===== src/rtl/hartslag_detector.sv =====
// Heartbeat sensor conditioner: synchronizes the raw sensor line, qualifies beats with a
// stable-high window, applies a refractory lockout, counts beats and flags missing beats.
module hartslag_detector #(
  parameter int unsigned DEBOUNCE_CYCLES   = 50000,
  parameter int unsigned REFRACTORY_CYCLES = 12500000,
  parameter int unsigned TIMEOUT_CYCLES    = 150000000
) (
  input  logic       clk,
  input  logic       reset,
  input  logic       sensor,
  input  logic       enable,
  output logic       slag,
  output logic [7:0] aantal,
  output logic       geenSlag,
  output logic [1:0] toestand
);

  typedef enum logic [1:0] {
    ARMED    = 2'd0,
    QUALIFY  = 2'd1,
    LOCKOUT  = 2'd2,
    WAIT_LOW = 2'd3
  } state_t;

  localparam logic [27:0] DEB_LAST = 28'(DEBOUNCE_CYCLES - 1);
  localparam logic [27:0] REF_LAST = 28'(REFRACTORY_CYCLES - 1);
  localparam logic [27:0] TMO      = 28'(TIMEOUT_CYCLES);

  state_t      state;
  logic        s1;
  logic        s2;
  logic [27:0] cnt;
  logic [27:0] tc;
  logic [27:0] tc_sat;
  logic        fire;

  assign toestand = state;

  // A beat is issued on the edge where the qualification window completes.
  assign fire   = (state == QUALIFY) && s2 && (cnt == DEB_LAST);
  assign tc_sat = (tc == TMO) ? tc : tc + 28'd1;

  always_ff @(posedge clk or posedge reset) begin
    if (reset) begin
      s1       <= 1'b0;
      s2       <= 1'b0;
      state    <= ARMED;
      cnt      <= '0;
      tc       <= '0;
      slag     <= 1'b0;
      aantal   <= '0;
      geenSlag <= 1'b0;
    end else begin
      s1 <= sensor;
      s2 <= s1;
      if (!enable) begin
        state    <= ARMED;
        cnt      <= '0;
        tc       <= '0;
        slag     <= 1'b0;
        geenSlag <= 1'b0;
      end else begin
        slag <= fire;
        if (fire) begin
          aantal   <= aantal + 8'd1;
          tc       <= '0;
          geenSlag <= 1'b0;
        end else begin
          tc       <= tc_sat;
          geenSlag <= (tc_sat == TMO);
        end

        case (state)
          ARMED: begin
            if (s2) begin
              state <= QUALIFY;
              cnt   <= '0;
            end
          end
          QUALIFY: begin
            if (!s2) begin
              state <= ARMED;
            end else if (cnt == DEB_LAST) begin
              state <= LOCKOUT;
              cnt   <= '0;
            end else begin
              cnt <= cnt + 28'd1;
            end
          end
          LOCKOUT: begin
            if (cnt == REF_LAST) begin
              state <= WAIT_LOW;
            end else begin
              cnt <= cnt + 28'd1;
            end
          end
          WAIT_LOW: begin
            if (!s2) begin
              state <= ARMED;
            end
          end
          default: state <= ARMED;
        endcase
      end
    end
  end

endmodule


===== config.mk =====
export PLATFORM = sky130hd
export DESIGN_NAME = hartslag_detector
export DESIGN_NICKNAME = d
export VERILOG_FILES = /design/src/rtl/hartslag_detector.sv
export SDC_FILE = /design/constraint.sdc
export NUM_CORES = 1
export LEC_CHECK = 0
export BUFFER_PORTS_ARGS = -buffer_cell sky130_fd_sc_hd__buf_4
export CAP_MARGIN = 20
export CORE_AREA = 2 2 88 90
export DETAILED_ROUTE_END_ITERATION = 7
export DIE_AREA = 0 0 90 92
export HOLD_SLACK_MARGIN = 0.02
export PLACE_DENSITY = 0.82
export SLEW_MARGIN = 25
export SYNTH_ARGS = -nofsm -noshare
export SYNTH_HDL_FRONTEND = slang
export SYNTH_SLANG_ARGS = --single-unit

===== constraint.sdc =====
create_clock -name clk -period 5.88 [get_ports clk]
set_clock_uncertainty 0.2 [all_clocks]
set_input_delay 0 -clock clk [delete_from_list [all_inputs] [get_ports clk]]
set_output_delay 0 -clock clk [all_outputs]
set_load 0.05 [all_outputs]

Word-level counts from Yosys, hierarchy flattened

Index checks and enable logic that the tools add are counted.

Register bits after elaboration: 70
Logic and storage cells: 50

Reduce and logical (&&, ||, !) cells: 6
Equality and inequality tests: 14
Muxes and demuxes: 19
$add $sub $neg: 3

Operator list:

| operator                                        | number |
|---|---|
| 2-to-1 mux 28 bit                               | 8 |
| one-hot mux 28 bit (3 select lines)             | 1 |
| adder 28 x 1 -> 28 bit, second input constant   | 2 |
| == test 28 bit, second input constant           | 2 |
| == test 28 x 16 -> 1 bit, second input constant | 1 |
| == test 28 x 24 -> 1 bit, second input constant | 1 |
| != test 3 bit, second input constant            | 5 |
| 2-to-1 mux 2 bit                                | 6 |
| adder 8 x 1 -> 8 bit, second input constant     | 1 |
| one-hot mux 2 bit (4 select lines)              | 1 |
| AND reduction 4 bit                             | 2 |
| == test 2 bit, second input constant            | 2 |
| != test 4 x 1 -> 1 bit, second input constant   | 1 |
| != test 4 x 3 -> 1 bit, second input constant   | 1 |
| 2-to-1 mux 1 bit                                | 3 |
| == test 2 x 1 -> 1 bit, second input constant   | 1 |
| logical AND 1 bit                               | 2 |
| logical NOT 2 bit                               | 1 |
| AND reduction 2 bit                             | 1 |

Logic depth before layout (Yosys ltp)

Depth in word-level cells: 5
Gate-level depth with buffers: 9

Worst setup path before layout

Ideal clock, no wire load.

Path kind: register to register
From: register state[0], in the netlist toestand[0]
To: register cnt[11]
Path buffers: 1
Cell stages (with the launch flop): 9
Slack: 3.409 ns
Data arrival time: 2.176 ns
Data required time: 5.585 ns
Cell sequence: dfrtp_1 -> inv_1 -> ha_1 -> nor2_1 -> mux2i_1 -> a21oi_1 -> nand2_1 -> buf_2 -> o31ai_1

Cells in the longest elaborated chain, start to end: 3

Ends and longest elaborated chain:

| element                                                                   | line | text |
|---|---|---|
| start, declared                                                           | 29   | `state_t state;` |
| start signal, assigned                                                    | 47   | `state <= ARMED;` |
| start signal, assigned                                                    | 57   | `state <= ARMED;` |
| start signal, assigned                                                    | 76   | `state <= QUALIFY;` |
| == test 2 x 1 -> 1 bit (tied with other cells)                            | 73   | `case (state)` |
| != test 4 x 1 -> 1 bit (no line) (tied with other cells)                  | --   |  |
| AND reduction 4 bit (no line) / 2-to-1 mux 28 bit (equally long branches) | --   |  |
| end signal, assigned                                                      | 87   | `cnt <= cnt + 28'd1;` |
| end signal, assigned                                                      | 94   | `cnt <= cnt + 28'd1;` |
| end, declared                                                             | 32   | `logic [27:0] cnt;` |

Parallel ways exist; a longest one is shown, timed or not.
A chain may end at the register's enable or synchronous reset.

Worst setup path in the final report

From: register cnt[25]
To: register cnt[4]

Cells in the longest elaborated chain, start to end: 5

Ends and longest elaborated chain:

| element                             | line | text |
|---|---|---|
| == test 28 x 16 -> 1 bit            | 83   | `end else if (cnt == DEB_LAST) begin` |
| 2-to-1 mux 28 bit                   | 83   |  |
| 2-to-1 mux 28 bit                   | 81   | `if (!s2) begin` |
| one-hot mux 28 bit (3 select lines) | 73   |  |
| 2-to-1 mux 28 bit                   | 56   | `if (!enable) begin` |

Parallel ways exist; a longest one is shown, timed or not. The select of a mux whose other input is x is not followed.

==> flow_summary.yaml <==
clocking:
  cts.sinks: 70
  cts_tree: "yes"
  root_buffer: "clkbuf_8"
  htree_levels: 3
  cts_buffers: 9
  cts_setup_buffers: 0
  cts_max_path_buffers: 2
  clk_pin_slew_ps: 80
  worstSkewPairLatency_ps: 360
synth:
  yosys.area.top_type_share_pct: 41.35
  ys_warn_count: 0
  synth_edf_count: 0
  ys_types: 60
  ys_top_cells_by_area: "dfrtp_1 (41%), xnor2_1 (5.4%), nor2_1 (4.1%), nand4_1 (3.2%), nand2_1 (3.1%)"
  synthArstFlopShare_pct: 100.0
  yosys.cell_count.top_type: "dfrtp_1"
  synth_nets: 473
  synth_area_per_cell_um2: 9.190
  syn_area_um2: 4237
  synth_area_leader_cell: "dfrtp_1"
  syn_inst: 461
  yosys-top-cells-count: "dfrtp_1 (70), nor2_1 (46), nand2_1 (35)"
  synthFlopType: "dfrtp_1"
  ys_seq_elements: 70
  seq_area_frac_synth_pct: 41.35
cells_and_area:
  fin_area_um2: 4642
  synthToLayoutAreaGrowth_pct: 9.569
  n_fill_cell: 614
  drive_above_1_share_pct: 10.34
  regArea_um2: 1752
  n_antenna_cell: 0
  nets: 481
  finalNonFillerCells: 576
  multiInputGateArea_um2: 2297
global_routing:
  antenna_found_initial: 0
  grt_overflow: 0
  grt_pass1_wl_mm: 15.97
  grt_pass1_vias: 3414
  grt_max_degree: 43
  track_usage_pct: 23.38
placed_design:
  dp_cells: 557
  placed_area_um2: 4383
  port_buffers: 15
  gp_congestion: 0.8921
  hpwl_mm: 6.361
worst_setup_path:
  worstPathCellList: "nor4_1 -> nand3_1 -> nor4_2 -> a21o_1 -> nor2_1 -> a22o_1"
  crit_buf_inv: 0
  worstPathRequired_ps: 5920
  worstSetupPathType: "register to register"
  endpoint_kind: "register"
  crit_path_start_kind: "register"
  arrival_ps: 3240
  cpPeakStageDelay_ps: 750
  critPathTopFamily: "simple AND/OR/NAND/NOR gates"
  critPathSlowestCell: "a21o_1"
  crit_path_max_fanout: 28
route:
  wl_per_cell_um: 16.52
  drc: 0
  detail_route.vias_per_cell: 6.406
  totalWireLength_mm: 9.518
  ant_nets: 0
  drtPass1Iterations: 6
  drtIter0Drc: 285
  routed-via-count: 3690
timing:
  period_minus_slack_ps: 3194
  final-max-slew-violation-count: 0
  setup_viol: 0
  hold_viol_final: 0
  min_period_over_period_pct: 54.32
  max_slew_margin_pct: 42.63
  rsz0062_at_grt: "false"
  fmax_mhz: 313.1
  setup_tns_ps: 0
  tightest_slew_ps: 860.5
pwr:
  p_int_uw: 753.0
  switching_power_uw: 267.7
  p_seq_share_pct: 48.1
  pwr-share-clk_pct: 44.6
  pwr-share-comb_pct: 7.2
  p_leak_uw: 0.001814
  ir_drop_mv: 0.1346
  swShare_pct: 26.23
  power.density_nw_per_um2: 219.9
run:
  maxCapViolations: 0
worst_hold_path:
  min_path_type: "input port to asynchronous set/reset pin"
floorplanning:
  die-area_um2: 8280
  start_util_pct: 56.89
  die_h_um: 92
  rows: 32
  io_pins: 16
  core_area_um2: 7447
  die_w_um: 90
status:
  status: "completed"
[cell families after synthesis]
kind of cell / synth area share (%)
AO/OA/AOI/OAI: 14.38
AND/OR/NAND/NOR: 27.58
adder cells (fa/ha/maj): 2.363
flip-flops: 41.35
buffers and inverters: 4.518
XOR/XNOR: 7.649
multiplexers: 2.156
[cell usage in the layout (no fill, tap or decap), drive strengths merged, types with 4 or more instances in the layout]
cell type  synthesis  layout
a22o              10      10
or3                8       8
and2              17      17
nand3             21      21
or4                5       5
nor4              17      17
nor2              46      46
nor2b              4       4
o21ai              8       8
a21oi              6       6
clkbuf            12       9
nand2             35      35
a32oi             12      12
buf               12      18
mux2i              8       8
and3               8       8
o31ai             11      11
nand4             22      22
xnor2             26      26
xor2              11      11
nor4b              6       6
inv               18      21
ha                 8       8
o22ai              6       6
nor3              12      12
a22oi              4       4
dfrtp             70      70
[final cells by class]
type / instances / area share (%)
multi-input cells: 348 / 49.49
repair buffers: 21 / 3.558
inverters: 19 / 1.536
clock buffers: 9 / 2.668
clock inverters: 7 / 2.264
well taps: 102 / 2.749
flip-flops and latches: 70 / 37.74
[worst reg2reg max path, delay by kind of cell, from the launching register on]
family | cells | cell delay, ps
DFF | 1 | 420
and+or+nand+nor | 4 | 1430
AOI/OAI and AO/OA | 2 | 1040
[sequential cells by signal, indices dropped and copies added, names as in the netlist]
name      count
slag          1
s2            1
toestand      2
tc           28
s1            1
cnt          28
geenSlag      1
aantal        8
[power groups by stage]
stage | Sequential (uW) | Combinational (uW) | Clock (uW)
global placement | 501 | 69.7 | 0
detailed placement | 501 | 72.0 | 0
CTS | 491 | 74.0 | 459
floorplan | 504 | 52.4 | 0
global route | 492 | 82.7 | 480
finish | 491 | 73.9 | 456
[worst paths after layout]
check,end,slack (ps),cells past startpoint,startpoint
max in group asynchronous,cnt[15],4440,4,reset
max reg2reg,cnt[4],2690,6,cnt[25]
max,cnt[4],2690,6,cnt[25]
min reg2reg,s2,150,0,s1
min in group clk,s1,100,2,sensor
min,aantal[4],80,3,reset
[per-stage QoR]
stage | total power [uW] | hold slack [ps] | setup slack (ps) | util [%]
6_report | 1021 | 76.63 | 2686 | 62.33
5_1_grt | 1055 | 97.51 | 2392 | 62.33
4_1_cts | 1024 | 95.67 | 2752 | 62.33
3_5_place_dp | 572.8 | -89.52 | 2752 | 58.85
3_3_place_gp | 570.4 | -95.13 | 2840 | 58.85
2_1_floorplan | 556.4 | -168.6 | 3409 | -
[routing by layer]
layer / vias up / wire, um / GRT usage (%)
met2: 162 / 4661 / 39.47
li1: 1725 / - / -
met1: 1777 / 4120 / 29.83
met5: - / 0 / 0
met3: 26 / 551 / 4.519
met4: 0 / 185 / 9.103
[repair_timing]
item | CTS | global route
gates resized for setup | 0 | 0
hold buffers | 3 | 0
endpoints found under the setup margin | 0 | 0
hold endpoints to repair | 50 | 0
(Power assumes the default switching activity.)
